## src/rtl/cla_serial_adder_ctrl.sv

```systemverilog
// cla_serial_adder_ctrl: WIDTH-bit add/subtract computed one nibble per clock
// through a single shared 4-bit carry-lookahead adder, LSB nibble first, with
// the inter-nibble carry held in a register. Operands arrive on a valid/ready
// handshake; the result is held with o_DONE until the consumer acknowledges.

// 4-bit carry-lookahead adder: all carries derived directly from generate /
// propagate terms so the nibble add has no internal ripple.
module cla (
  input  logic [3:0] i_A,
  input  logic [3:0] i_B,
  input  logic       i_CIN,
  output logic [3:0] o_SUM,
  output logic       o_COUT
);
  logic [3:0] w_g;
  logic [3:0] w_p;
  logic [4:0] w_c;

  for (genvar gi = 0; gi < 4; gi++) begin : g_bit
    assign w_g[gi]   = i_A[gi] & i_B[gi];
    assign w_p[gi]   = i_A[gi] ^ i_B[gi];
    assign o_SUM[gi] = w_p[gi] ^ w_c[gi];
  end

  assign w_c[0] = i_CIN;
  assign w_c[1] = w_g[0] | (w_p[0] & w_c[0]);
  assign w_c[2] = w_g[1] | (w_p[1] & w_g[0]) | (w_p[1] & w_p[0] & w_c[0]);
  assign w_c[3] = w_g[2] | (w_p[2] & w_g[1]) | (w_p[2] & w_p[1] & w_g[0])
                | (w_p[2] & w_p[1] & w_p[0] & w_c[0]);
  assign w_c[4] = w_g[3] | (w_p[3] & w_g[2]) | (w_p[3] & w_p[2] & w_g[1])
                | (w_p[3] & w_p[2] & w_p[1] & w_g[0])
                | (w_p[3] & w_p[2] & w_p[1] & w_p[0] & w_c[0]);
  assign o_COUT = w_c[4];
endmodule

module cla_serial_adder_ctrl #(
  parameter int WIDTH = 16
) (
  input  logic             i_CLK,
  input  logic             i_RST,
  input  logic             i_VALID,
  output logic             o_READY,
  input  logic [WIDTH-1:0] i_INPUT_A,
  input  logic [WIDTH-1:0] i_INPUT_B,
  input  logic             i_CIN,
  input  logic             i_SUB,
  output logic             o_DONE,
  input  logic             i_ACK,
  output logic [WIDTH-1:0] o_RESULT,
  output logic             o_COUT,
  output logic             o_OVERFLOW
);
  localparam int NIBBLES = WIDTH / 4;
  localparam int CW      = (NIBBLES > 1) ? $clog2(NIBBLES) : 1;
  localparam int MSB     = WIDTH - 1;

  typedef enum logic [1:0] {
    S_IDLE = 2'd0,
    S_RUN  = 2'd1,
    S_DONE = 2'd2
  } state_t;

  state_t           r_state;
  state_t           w_state_next;
  logic [WIDTH-1:0] r_a;
  logic [WIDTH-1:0] r_b;       // B already inverted for subtract
  logic             r_carry;
  logic [CW-1:0]    r_cnt;
  logic [WIDTH-1:0] r_result;
  logic             r_overflow;

  logic [3:0]       w_a_nib;
  logic [3:0]       w_b_nib;
  logic [3:0]       w_sum;
  logic             w_cout;
  logic             w_last;

  assign w_a_nib = r_a[4*r_cnt +: 4];
  assign w_b_nib = r_b[4*r_cnt +: 4];
  assign w_last  = (r_cnt == CW'(NIBBLES - 1));

  // The one shared adder; its operands come only from registers, so there is
  // no combinational path from the request inputs to the result.
  cla u_cla (
    .i_A    (w_a_nib),
    .i_B    (w_b_nib),
    .i_CIN  (r_carry),
    .o_SUM  (w_sum),
    .o_COUT (w_cout)
  );

  // Next-state and handshake outputs.
  always_comb begin
    w_state_next = r_state;
    o_READY      = 1'b0;
    o_DONE       = 1'b0;
    case (r_state)
      S_IDLE: begin
        o_READY = 1'b1;
        if (i_VALID) w_state_next = S_RUN;
      end
      S_RUN: begin
        if (w_last) w_state_next = S_DONE;
      end
      S_DONE: begin
        o_DONE = 1'b1;
        if (i_ACK) w_state_next = S_IDLE;
      end
      default: w_state_next = S_IDLE;
    endcase
  end

  // State register; reset aborts any operation in flight.
  always_ff @(posedge i_CLK) begin
    if (i_RST) r_state <= S_IDLE;
    else       r_state <= w_state_next;
  end

  // Operand capture on accept, then one nibble per RUN cycle.
  always_ff @(posedge i_CLK) begin
    if (i_RST) begin
      r_a        <= '0;
      r_b        <= '0;
      r_carry    <= 1'b0;
      r_cnt      <= '0;
      r_result   <= '0;
      r_overflow <= 1'b0;
    end else begin
      case (r_state)
        S_IDLE: begin
          if (i_VALID) begin
            r_a     <= i_INPUT_A;
            r_b     <= i_SUB ? ~i_INPUT_B : i_INPUT_B;
            r_carry <= i_SUB | i_CIN;   // subtract forces carry-in of 1
            r_cnt   <= '0;
          end
        end
        S_RUN: begin
          r_result[4*r_cnt +: 4] <= w_sum;
          r_carry                <= w_cout;
          r_cnt                  <= w_last ? '0 : r_cnt + CW'(1);
          // The MSB nibble is being written this edge, so use the adder's
          // sum bit directly rather than the not-yet-updated result register.
          if (w_last)
            r_overflow <= (r_a[MSB] == r_b[MSB]) && (w_sum[3] != r_a[MSB]);
        end
        default: ;
      endcase
    end
  end

  assign o_RESULT   = r_result;
  assign o_COUT     = r_carry;
  assign o_OVERFLOW = r_overflow;
endmodule

```

## config.mk

```make
export PLATFORM = sky130hd
export DESIGN_NAME = cla_serial_adder_ctrl
export DESIGN_NICKNAME = d
export VERILOG_FILES = /design/src/rtl/cla_serial_adder_ctrl.sv
export SDC_FILE = /design/constraint.sdc
export NUM_CORES = 1
export LEC_CHECK = 0
export BUFFER_PORTS_ARGS = -buffer_cell sky130_fd_sc_hd__clkbuf_2
export CAP_MARGIN = 40
export CORE_MARGIN = 1
export CORE_UTILIZATION = 30
export DETAILED_ROUTE_END_ITERATION = 10
export PLACE_DENSITY_LB_ADDON = 0.2
export SYNTH_ARGS = -nofsm -noshare
export SYNTH_HDL_FRONTEND = slang
export SYNTH_SLANG_ARGS = --single-unit
```

## constraint.sdc

```tcl
create_clock -name i_CLK -period 6.9 [get_ports i_CLK]
set_clock_uncertainty 0.2 [all_clocks]
set_input_delay 1.38 -clock i_CLK [delete_from_list [all_inputs] [get_ports i_CLK]]
set_output_delay 1.38 -clock i_CLK [all_outputs]
set_load 0.01 [all_outputs]
```

Word level (Yosys, flattened, before mapping) --
Cells that the tools add are included.
Word-level totals: bits of input ports 38, bits in registers 54, word-level logic and storage cells 81, output and inout bits 20
Cells by class: reductions and logical operators 7, bitwise gates (word level) 40, shift operators 4, $add $sub $neg 2, eq/ne operators 8, muxes and demuxes 13
Operators by type and width (number):
- $neg 4->34 | 1
- $shift 4x34->16 const A | 1
- $shiftx 4x34->16 | 1
- $shiftx 16x5->4 | 2
- $and 1x1->1 | 20
- $bwmux 16 | 1
- $mux 16 | 1
- $not 16->16 | 1
- $or 1x1->1 | 11
- $mux 2 | 5
- $xor 1x1->1 | 8
- $ne 2x2->1 const B | 3
- $pmux 2 s3 | 1
- $reduce_and 2->1 | 3
- $eq 2x2->1 const B | 2
- $pmux 2 s2 | 1
- $mux 1 | 3
- $reduce_and 3->1 | 1
- $add 2x1->2 const B | 1
- $eq 2x1->1 const B | 1
- $logic_not 2->1 | 1
- $pmux 1 s2 | 1
- $reduce_bool 2->1 | 1
- $eq 1x1->1 | 1
- 2 further kinds | 2

Longest topological paths before layout --
word-level depth 9, gate-level depth with buffers 7

By module --
From an unflattened synthesis, not the netlist that was laid out.
Second synthesis, totals: cell total of the unflattened synthesis 277, area, all modules 2627.5 µm²
By module, submodules not included:
- cla_serial_adder_ctrl | instances 1, sequential area each 1081.0 µm², cells an instance 259, area an instance 2476.1 µm²
- cla | instances 1, sequential area each 0.0 µm², cells an instance 18, area an instance 151.4 µm²

Least setup slack after synthesis --
No wires, ideal clock.
path kind register -> register, start point register r_cnt[0], end point register r_overflow (netlist: o_OVERFLOW), cell stages (with the launch flop) 8, setup slack 4.098 ns, arrival time 2.483 ns, path buffers 1, setup time 0.120 ns, cell sequence dfxtp_1 > buf_4 > mux4_2 > ha_1 > a211oi_1 > o21ai_1 > and3_2 > o31a_1
On the way: word-level cells in the longest chain between the ends 9, elaborated cells between the ends (all ways) 22
Ends and longest elaborated chain:
- start: declaration | RTL line 68 | logic [CW-1:0] r_cnt;
- start signal: assignment | RTL line 141 | r_cnt <= w_last ? '0 : r_cnt + CW'(1);
- $shiftx 16x5->4 (on tied branches) | RTL line 78, 79
- $xor 1x1->1 or $and 1x1->1 (tied branches) | RTL line 21, 20
- $and 1x1->1 (on tied branches) | RTL line 28, 29
- $or 1x1->1, or another cell as far along | RTL line 28 | assign w_c[3] = w_g[2] | (w_p[2] & w_g[1]) | (w_p[2] & w_p[1] & w_g[0])
- $or 1x1->1 or $and 1x1->1 (tied branches) | RTL line 28, 29
- $or 1x1->1 | RTL line 29 | | (w_p[2] & w_p[1] & w_p[0] & w_c[0]);
- $xor 1x1->1 | RTL line 22 | assign o_SUM[gi] = w_p[gi] ^ w_c[gi];
- $ne 1x1->1 | RTL line 145 | r_overflow <= (r_a[MSB] == r_b[MSB]) && (w_sum[3] != r_a[MSB]);
- $logic_and 1x1->1 | RTL line 145
- end signal: assignment | RTL line 145
- end: declaration | RTL line 70 | logic r_overflow;
Parallel ways exist; a longest one is shown, timed or not. A chain may end at the register's enable or synchronous reset.

Worst setup path in the final report --
Ends and elaborated chain as after synthesis.

==> results.py <==
metrics = {
    "critical_path": {
        "critical_path.startpoint_type": "flip-flop",
        "critPathTopFamily": "compound AO/OA/AOI/OAI gates",
        "crit_cells": 7,
        "timing.critical_path.to_type": "flip-flop",
        "path_max_fanout": 10,
        "critical_path_arrival_ns": 3.02,
        "critical_path_buf_inv_count": 1,
        "slowest_delay_ns": 0.61,
        "crit_slowest_cell": "dfxtp_1",
        "crit_chain": "buf_8 -> mux4_2 -> ha_1 -> a211oi_1 -> o21ai_1 -> and3_2 -> o31a_1",
        "worst_r2r_path_depth": 7,
        "timing.setup.critical_path_class": "reg -> reg",
        "required_ns": 6.90,
    },
    "global_routing": {
        "globalRouteTotalUtil": 0.136,
        "number_of_antenna_violations_at_the_first_check_in_global_routing": 0,
        "grt_overflow_total": 0,
        "first_global_vias": 2049,
        "pin_count_of_the_biggest_net_entering_global_routing": 55,
        "grt_first_pass_wirelength_mm": 10.5,
    },
    "placement": {
        "finalWeightedCongestion": 0.776,
        "area_post_placement_um2": 3070,
        "io_buffer_count": 57,
        "place.detailed.hpwl_mm": 4.41,
    },
    "drt": {
        "wire_per_inst_um": 14.4,
        "routed_wl_mm": 6.16,
        "detail_route.drc_violations": 0,
        "firstDrtPassIters": 4,
        "routed-via-count": 2088,
        "vias_per_cell": 4.88,
        "postRouteAntennaNets": 0,
        "drtIter0Drc": 80,
    },
    "floorplanning": {
        "design.core.area_um2": 8760,
        "chipWidth_um": 97.4,
        "design.die.area_um2": 9490,
        "rows": 34,
        "ioPinCount": 58,
        "fp.dieH_um": 97.4,
        "initial_utilization": 0.312,
    },
    "clocking": {
        "cts.root.buffer_cell": "clkbuf_8",
        "clkSinkCount": 54,
        "clock_latency_ns": 0.30,
        "max-clock-path-buffers": 2,
        "cts_repair_resize_count": 0,
        "worst_setup_hold_path_clk_slew_ns": 0.09,
        "clock_tree_from_tritoncts": "yes",
        "numCtsBuffers": 5,
        "cts_setup_buffers": 0,
        "cts_hold_buffers": 0,
        "h-tree-depth": 2,
    },
    "logic_synthesis": {
        "syn_area_per_cell_um2": 10.1,
        "syn-cell-area_um2": 2730,
        "total_number_of_yosys_warnings": 0,
        "yosysUniqueCellTypes": 44,
        "synth-seq-cells": 54,
        "synthesis.nets": 321,
        "postSynthCellCount": 271,
        "ys_seq_area_frac": 0.396,
    },
    "timing": {
        "setup_tns_ns": 0,
        "post-route-min-period_ns": 3.03,
        "timing_worst_slew_pin_value_ns": 0.674,
        "achievable-frequency_ghz": 0.331,
        "report.final.hold_viol_count": 0,
        "rsz0062_at_grt": "false",
        "setup_viol": 0,
        "final_max_slew_viol_count": 0,
        "slew_headroom": 0.550,
        "final_min_period_over_clock_period": 0.438,
    },
    "finish": {
        "final_area_um2": 3150,
        "finalNetCount": 370,
        "antenna-diode-count": 0,
        "final_common_cell": "clkbuf_2",
        "final_cell_mix": "clkbuf_2, dfxtp_1, nor2_1, nand2_1, a21oi_1",
        "area_growth_from_synthesis_to_final_layout_pct": 15.4,
        "post_route_cells_drive_above_1_share": 0.316,
    },
    "worst_hold_path": {
        "whs_path_depth": 2,
        "holdCritPathClass": "reg -> reg",
    },
    "job": {
        "maxCapViolCount": 0,
    },
    "power": {
        "p_leak_nw": 1.27,
        "peakVddDrop_uv": 73.8,
        "post-layout-total-power_mw": 0.635,
        "power_density_over_the_cells_nw_per_um2": 202,
    },
    "status": {
        "outcome": "finished, final reports clean",
    },
}
[stage by stage]
stage	setup slack (ns)	instances	util	hold WS, ns
after floorplan	4.10	271	-	0.233
after global placement	3.72	420	0.349	0.245
after detailed placement	3.86	421	0.350	0.243
after CTS	3.84	428	0.359	0.257
after global routing	3.69	428	0.359	0.280
final	3.87	428	0.359	0.257
[report_power, final]
group | switching (mW) | internal (mW) | total (mW)
combinational | 0.0688 | 0.0537 | 0.122
clock | 0.100 | 0.0699 | 0.170
sequential | 0.0139 | 0.328 | 0.342
[layout make-up]
| class | instances | area (um^2) |
|---|---|---|
| clock buffers | 6 | 72.6 |
| clock inverters | 1 | 7.51 |
| fillers | 912 | 5610 |
| inverters | 4 | 15.0 |
| multi-input cells | 196 | 1530 |
| flip-flops and latches | 54 | 1080 |
| well taps | 108 | 135 |
| repair buffers | 59 | 308 |
[path summary, 6_finish.rpt]
check	from	to	slack [ns]
setup / recovery	r_cnt[0]	o_OVERFLOW	3.87
hold / removal	r_a[10]	r_a[10]	0.26
setup reg to reg	r_cnt[0]	o_OVERFLOW	3.87
hold reg to reg	r_a[10]	r_a[10]	0.26
[worst reg2reg max path, cell delays in order, from the launching register on]
cell	delay (ns)
dfxtp_1	0.61
buf_8	0.22
mux4_2	0.57
ha_1	0.38
a211oi_1	0.27
o21ai_1	0.20
and3_2	0.25
o31a_1	0.23
[cell families (layout without fill, tap and decap cells)]
family | count (synthesis) | count (layout) | synth area share
and+or+nand+nor | 94 | 94 | 0.192
AOI/OAI and AO/OA | 64 | 64 | 0.187
DFF | 54 | 54 | 0.396
buffers and inverters | 21 | 70 | 0.0435
xor gates and xnor gates | 17 | 17 | 0.0545
adders and majority gates | 12 | 12 | 0.0577
muxes | 9 | 9 | 0.0697
[metal layers]
layer	part of all wire	up-vias	track usage	wire length, um
met4	0.011	0	0.0407	67
li1	-	1060	-	-
met1	0.49	975	0.190	3010
met3	0.039	7	0.0259	238
met5	0	-	0	0
met2	0.46	46	0.213	2840
[Yosys cell counts, drive strengths merged]
cell / n / area, um^2
a2111oi: 1 / 15.0
a211o: 1 / 8.76
a211oi: 18 / 185
a21o: 1 / 8.76
a21oi: 20 / 104
a22oi: 10 / 75.1
a32oi: 8 / 70.1
and2: 1 / 8.76
and3: 1 / 7.51
and3b: 1 / 12.5
buf: 12 / 85.1
clkbuf: 5 / 18.8
dfxtp: 54 / 1080
fa: 1 / 20.0
ha: 11 / 138
inv: 4 / 15.0
mux2i: 1 / 10.0
mux4: 8 / 180
nand2: 36 / 135
nand2b: 1 / 6.26
nand3: 2 / 15.0
nand3b: 4 / 67.6
nor2: 39 / 149
nor2b: 2 / 12.5
nor3: 2 / 10.0
nor4: 1 / 21.3
nor4b: 3 / 71.3
o211a: 1 / 17.5
o21ai: 2 / 10.0
o21bai: 1 / 7.51
o31a: 1 / 8.76
or2: 1 / 6.26
xnor2: 16 / 140
xor2: 1 / 8.76
[registers in the layout, summed over array words and instances, names as in the netlist]
register / count
r_b: 16
r_state: 2
r_cnt: 2
o_RESULT: 16
r_a: 16
o_COUT: 1
o_OVERFLOW: 1
No activity file was read; power rests on OpenSTA's default activity.
